===== src/rtl/jtframe_romarb.sv =====
// SDRAM ROM read arbiter: CH channels, each with a one-entry 32-bit cache, and fixed or round-robin grant.
// Miss to sdram_req takes 1 cen cycle; ok follows data_rdy by 1 cen cycle; holds ack/data until the next cen.
module jtframe_romarb #(
    parameter int CH        = 8,
    parameter int AW        = 18,
    parameter int SW        = 22,
    parameter int RR        = 0,
    parameter int READY_DLY = 15
) (
    input  logic             clk,
    input  logic             rst_n,
    input  logic             cen,
    input  logic             downloading,
    input  logic [CH-1:0]    ch_cs,
    input  logic [CH*AW-1:0] ch_addr,
    input  logic [CH*SW-1:0] ch_offset,
    output logic [CH*16-1:0] ch_dout,
    output logic [CH-1:0]    ch_ok,
    output logic             sdram_req,
    output logic [SW-1:0]    sdram_addr,
    input  logic             sdram_ack,
    input  logic             data_rdy,
    input  logic [31:0]      data_read,
    output logic             ready
);
    localparam int IW = (CH > 1) ? $clog2(CH) : 1;
    localparam int TW = AW - 1;

    typedef enum logic [1:0] {IDLE, WAIT_ACK, WAIT_DATA} state_t;

    state_t          state, state_nxt;
    logic [CH-1:0]   valid;
    logic [TW-1:0]   tag  [CH];
    logic [31:0]     data [CH];
    logic [CH-1:0]   req;
    logic [IW-1:0]   win, win_nxt, rr_ptr, ptr_nxt;
    logic [TW-1:0]   win_tag, grant_tag;
    logic [AW-1:0]   grant_waddr;
    logic [SW-1:0]   grant_addr;
    logic            found;
    logic            grant, wr_cache, clr_req;
    logic [7:0]      ready_cnt;
    logic            hold;
    int              idx;

    assign hold = !rst_n || downloading;

    always_comb begin
        ch_ok   = '0;
        req     = '0;
        ch_dout = '0;
        for (int i = 0; i < CH; i++) begin
            ch_ok[i]            = ch_cs[i] && valid[i] && (tag[i] == ch_addr[i*AW+1 +: TW]);
            req[i]              = ch_cs[i] && !ch_ok[i];
            ch_dout[i*16 +: 16] = ch_addr[i*AW] ? data[i][31:16] : data[i][15:0];
        end
    end

    // Round robin rotates the search origin; fixed priority always starts at channel 0.
    always_comb begin
        win_nxt = '0;
        found   = 1'b0;
        idx     = 0;
        for (int j = 0; j < CH; j++) begin
            idx = (RR != 0) ? ((int'(rr_ptr) + j) % CH) : j;
            if (!found && req[idx[IW-1:0]]) begin
                found   = 1'b1;
                win_nxt = idx[IW-1:0];
            end
        end
    end

    always_comb begin
        grant_tag   = ch_addr[int'(win_nxt)*AW+1 +: TW];
        grant_waddr = {grant_tag, 1'b0};
        grant_addr  = ch_offset[int'(win_nxt)*SW +: SW] + SW'(grant_waddr);
        ptr_nxt     = (win_nxt == IW'(CH-1)) ? '0 : win_nxt + IW'(1);
    end

    always_comb begin
        state_nxt = state;
        grant     = 1'b0;
        wr_cache  = 1'b0;
        clr_req   = 1'b0;
        case (state)
            IDLE: begin
                if (found) begin
                    grant     = 1'b1;
                    state_nxt = WAIT_ACK;
                end
            end
            WAIT_ACK: begin
                if (sdram_ack) begin
                    clr_req = 1'b1;
                    // Controller may complete in the same cycle it accepts.
                    if (data_rdy) begin
                        wr_cache  = 1'b1;
                        state_nxt = IDLE;
                    end else begin
                        state_nxt = WAIT_DATA;
                    end
                end
            end
            WAIT_DATA: begin
                if (data_rdy) begin
                    wr_cache  = 1'b1;
                    state_nxt = IDLE;
                end
            end
            default: state_nxt = IDLE;
        endcase
    end

    always_ff @(posedge clk) begin
        if (hold) begin
            state      <= IDLE;
            sdram_req  <= 1'b0;
            sdram_addr <= '0;
            valid      <= '0;
            rr_ptr     <= '0;
            win        <= '0;
            win_tag    <= '0;
            ready      <= 1'b0;
            ready_cnt  <= '0;
        end else if (cen) begin
            state <= state_nxt;
            if (grant) begin
                win        <= win_nxt;
                win_tag    <= grant_tag;
                sdram_addr <= grant_addr;
                sdram_req  <= 1'b1;
                rr_ptr     <= ptr_nxt;
            end
            if (clr_req) begin
                sdram_req <= 1'b0;
            end
            if (wr_cache) begin
                valid[win] <= 1'b1;
            end
            if (!ready) begin
                if (ready_cnt == 8'(READY_DLY - 1)) begin
                    ready <= 1'b1;
                end else begin
                    ready_cnt <= ready_cnt + 8'd1;
                end
            end
        end
    end

    // Cache contents survive a download; only the valid bits are dropped there.
    always_ff @(posedge clk) begin
        if (!rst_n) begin
            for (int i = 0; i < CH; i++) begin
                data[i] <= '0;
                tag[i]  <= '0;
            end
        end else if (cen && !downloading && wr_cache) begin
            data[win] <= data_read;
            tag[win]  <= win_tag;
        end
    end
endmodule


===== config.mk =====
export PLATFORM = sky130hd
export DESIGN_NAME = jtframe_romarb
export DESIGN_NICKNAME = d
export VERILOG_FILES = /design/src/rtl/jtframe_romarb.sv
export SDC_FILE = /design/constraint.sdc
export NUM_CORES = 1
export LEC_CHECK = 0
export BUFFER_PORTS_ARGS = -buffer_cell sky130_fd_sc_hd__buf_2
export CORE_AREA = 2 2 233 235
export DETAILED_ROUTE_END_ITERATION = 16
export DIE_AREA = 0 0 235 237
export PLACE_DENSITY = 0.67
export SLEW_MARGIN = 20
export SYNTH_ARGS = -nofsm -noshare
export SYNTH_HDL_FRONTEND = slang
export SYNTH_SLANG_ARGS = --single-unit

===== constraint.sdc =====
create_clock -name clk -period 7.2 [get_ports clk]
set_input_delay 1.08 -clock clk [delete_from_list [all_inputs] [get_ports clk]]
set_output_delay 1.08 -clock clk [all_outputs]
set_load 0.02 [all_outputs]

==> reports/metrics.yaml <==
outcome:
  status: "complete, no violations"
worst_setup_path:
  crit_path_top_delay_cell: "o41ai_1"
  rr_startpoint: "tag[3][5]"
  critical_path_class: "in2reg"
  required_ns: 7.69
  startpoint: "ch_addr[67]"
  end_kind: "register"
  path_max_fanout: 20
  arrival_ns: 6.91
  critPathTopFamily: "compound AO/OA/AOI/OAI gates"
  crit_buf_inv: 5
  max_stage_delay_ns: 0.70
  crit_path_start_kind: "input port"
sta:
  finalMaxSlewViolations: 0
  worst_slew_pin_slew_ns: 1.051
  period_share: 0.8916
  whs_ns: 0.4530
  setup_violations: 0
  fin_skew_ns: 0.02654
  slew_headroom: 0.2970
  hold_violations: 0
  period_needed_ns: 6.420
  timing.setup.tns_ns: 0
  rsz0062_at_grt: "false"
  fmax_ghz: 0.1558
cells_and_area:
  fin_nets: 2852
  multi_input_area_um2: 10220
  fin_cells: 3204
  nFillCells: 4646
  seq_area_um2: 13010
  drive_gt1_frac: 0.3428
  area_delta_synth_final_pct: 22.68
route:
  drt.antenna.violating_nets: 0
  vias: 17140
  wl_per_cell_um: 24.85
  dr.first_iter.drc_count: 1396
  drt_pass1_iterations: 5
  vias_per_cell: 5.351
  routed_wl_um: 79630
  drt_drc_violations_left: 0
synthesis:
  synth_xor_area_frac: 0.05703
  synth_most_common_cell: "and2_1"
  yosysWarnings: 0
  syn_area_per_cell_um2: 12.27
  ys_ff_latch: 454
  synth_top_area_share: 0.4977
  synth_edf_count: 392
  synthTopCellsByArea: "edfxtp_1, and2_1, mux2_2"
  synth-simple-area-share: 0.1611
  syn-num-nets: 2316
  yosysTopAreaCell: "edfxtp_1"
  post_synth_fa_ha_maj_area_fraction: 0.01248
  synth_area_um2: 23650
  synth_top_family_by_area: "simple AND/OR/NAND/NOR gates"
  synth-async-reset-ratio: 0
  ys.flop_type: "edfxtp_1"
  synth_mux_area_frac: 0.1512
  netlist_instances: 1927
  synth_common_cells: "and2_1, edfxtp_1, mux2_2, mux2i_1, xor2_1"
  synth_cell_type_count: 62
  ys_seq_area_frac: 0.5502
  synth_compound_area_frac: 0.04486
floorplan:
  start_util: 0.4439
  core_um2: 53280
  rows: 85
  dieArea_um2: 55700
  die_w_um: 235
  die_y_um: 237
  design.portCount: 526
global_route:
  grt_max_degree: 64
  antenna_found_initial: 12
  grt_pass1_vias: 17260
  grt_pass1_wl_um: 114500
  grt_overflow: 0
  grt_usage: 0.2791
clocking:
  postCtsSetupBuffers: 0
  cts_root_buffer: "clkbuf_16"
  cts_inserted_buffers: 49
  cts-hold-fix-buffers: 0
  ctsResizeCount: 0
  clk_latency_ns: 0.60
  cts.clk_slew.worst_paths_ns: 0.06
  clock_path_buffers: 3
  cts.sinks: 454
  cts_max_level: 2
  cts_tree: "built"
power:
  powerDensity_nw_per_um2: 222.4
  ir_worst_vdd_mv: 0.1965
  p_leak_nw: 12.63
placement:
  routabilityCongestion: 0.9825
  dp_hpwl_um: 60990
  port_buffers: 525
  dp_cells: 3106
min_path:
  hold_start: "sdram_addr[14]"
  hold_path_class: "reg2reg"
run:
  cap_violations: 0
## cell families (layout without fill, tap and decap cells)
logic type	after synthesis	count (layout)
AO/OA/AOI/OAI	157	157
XOR/XNOR	154	154
adder cells (fa/ha/maj)	23	23
buffers and inverters	125	701
flip-flops	454	454
multiplexers	331	331
other	0	5
AND/OR/NAND/NOR	683	683
## through the flow
| step | utilization | setup WS, ns | power (W) | cell area (um^2) |
|---|---|---|---|---|
| floorplan | - | 0.8796 | 0.003573 | 23650 |
| global placement | 0.5141 | 0.4090 | 0.004012 | 27390 |
| detailed placement | 0.5141 | 0.3039 | 0.004020 | 27390 |
| CTS | 0.5433 | 0.8929 | 0.006479 | 28950 |
| global route | 0.5445 | 0.3551 | 0.006656 | 29010 |
| finish | 0.5446 | 0.7802 | 0.006454 | 29020 |
## cell usage in the layout (no fill, tap or decap), types with 16 or more instances in the layout
cell,instances
a21oi_1,32
and2_1,396
buf_2,525
buf_4,59
clkbuf_16,50
dfxtp_1,62
edfxtp_1,392
ha_1,22
mux2_2,167
mux2i_1,147
nand2_1,83
nand3_1,18
nor2_1,75
nor3_1,27
nor4_1,32
o211ai_1,18
o21ai_0,16
o21ai_1,25
xnor2_1,43
xor2_1,111
## path summary, 6_finish.rpt
path	to	slack, ns	cells after the start
min reg2reg	sdram_addr[14]	0.45	2
min	sdram_addr[14]	0.45	2
max reg2reg	sdram_addr[21]	1.04	25
max	sdram_addr[21]	0.78	26
## report_power, final
part | internal [W] | total, W | switching, W
sequential | 0.00293 | 0.00299 | 0.0000519
combinational | 0.000404 | 0.000990 | 0.000587
clock | 0.00142 | 0.00248 | 0.00106
## worst reg2reg max path, delay by kind of cell (launching register included)
family | cells | cell delay (ns)
AOI/OAI and AO/OA | 13 | 3.17
xor gates and xnor gates | 1 | 0.17
adders and majority gates | 1 | 0.45
buffers and inverters | 4 | 0.82
DFF | 1 | 0.39
muxes | 1 | 0.10
and+or+nand+nor | 5 | 0.94
## metal layers
| layer | global-route usage | vias up | share of wire | wire length [um] |
|---|---|---|---|---|
| li1 | - | 7972 | - | - |
| met1 | 0.3456 | 8404 | 0.40 | 31600 |
| met2 | 0.4734 | 644 | 0.49 | 39090 |
| met3 | 0.07076 | 122 | 0.080 | 6343 |
| met4 | 0.09877 | 2 | 0.032 | 2575 |
| met5 | 0 | - | 0.00014 | 11 |
## registers in the layout (all words and copies together) (netlist names)
| register | count |
|---|---|
| data | 256 |
| tag | 136 |
| sdram_addr | 22 |
| win_tag | 17 |
| ready_cnt | 8 |
| valid | 8 |
| win | 3 |
| state | 2 |
| ready | 1 |
| sdram_req | 1 |
## layout make-up
| type | count | share of cell area |
|---|---|---|
| Multi-Input combinational cell | 1348 | 0.3521 |
| Clock inverter | 28 | 0.008883 |
| Inverter | 16 | 0.002070 |
| Tap cell | 696 | 0.03001 |
| Antenna cell | 5 | 0.0004312 |
| Clock buffer | 63 | 0.04480 |
| Sequential cell | 454 | 0.4485 |
| Timing Repair Buffer | 594 | 0.1132 |
Power figures use the tool's default switching activity.
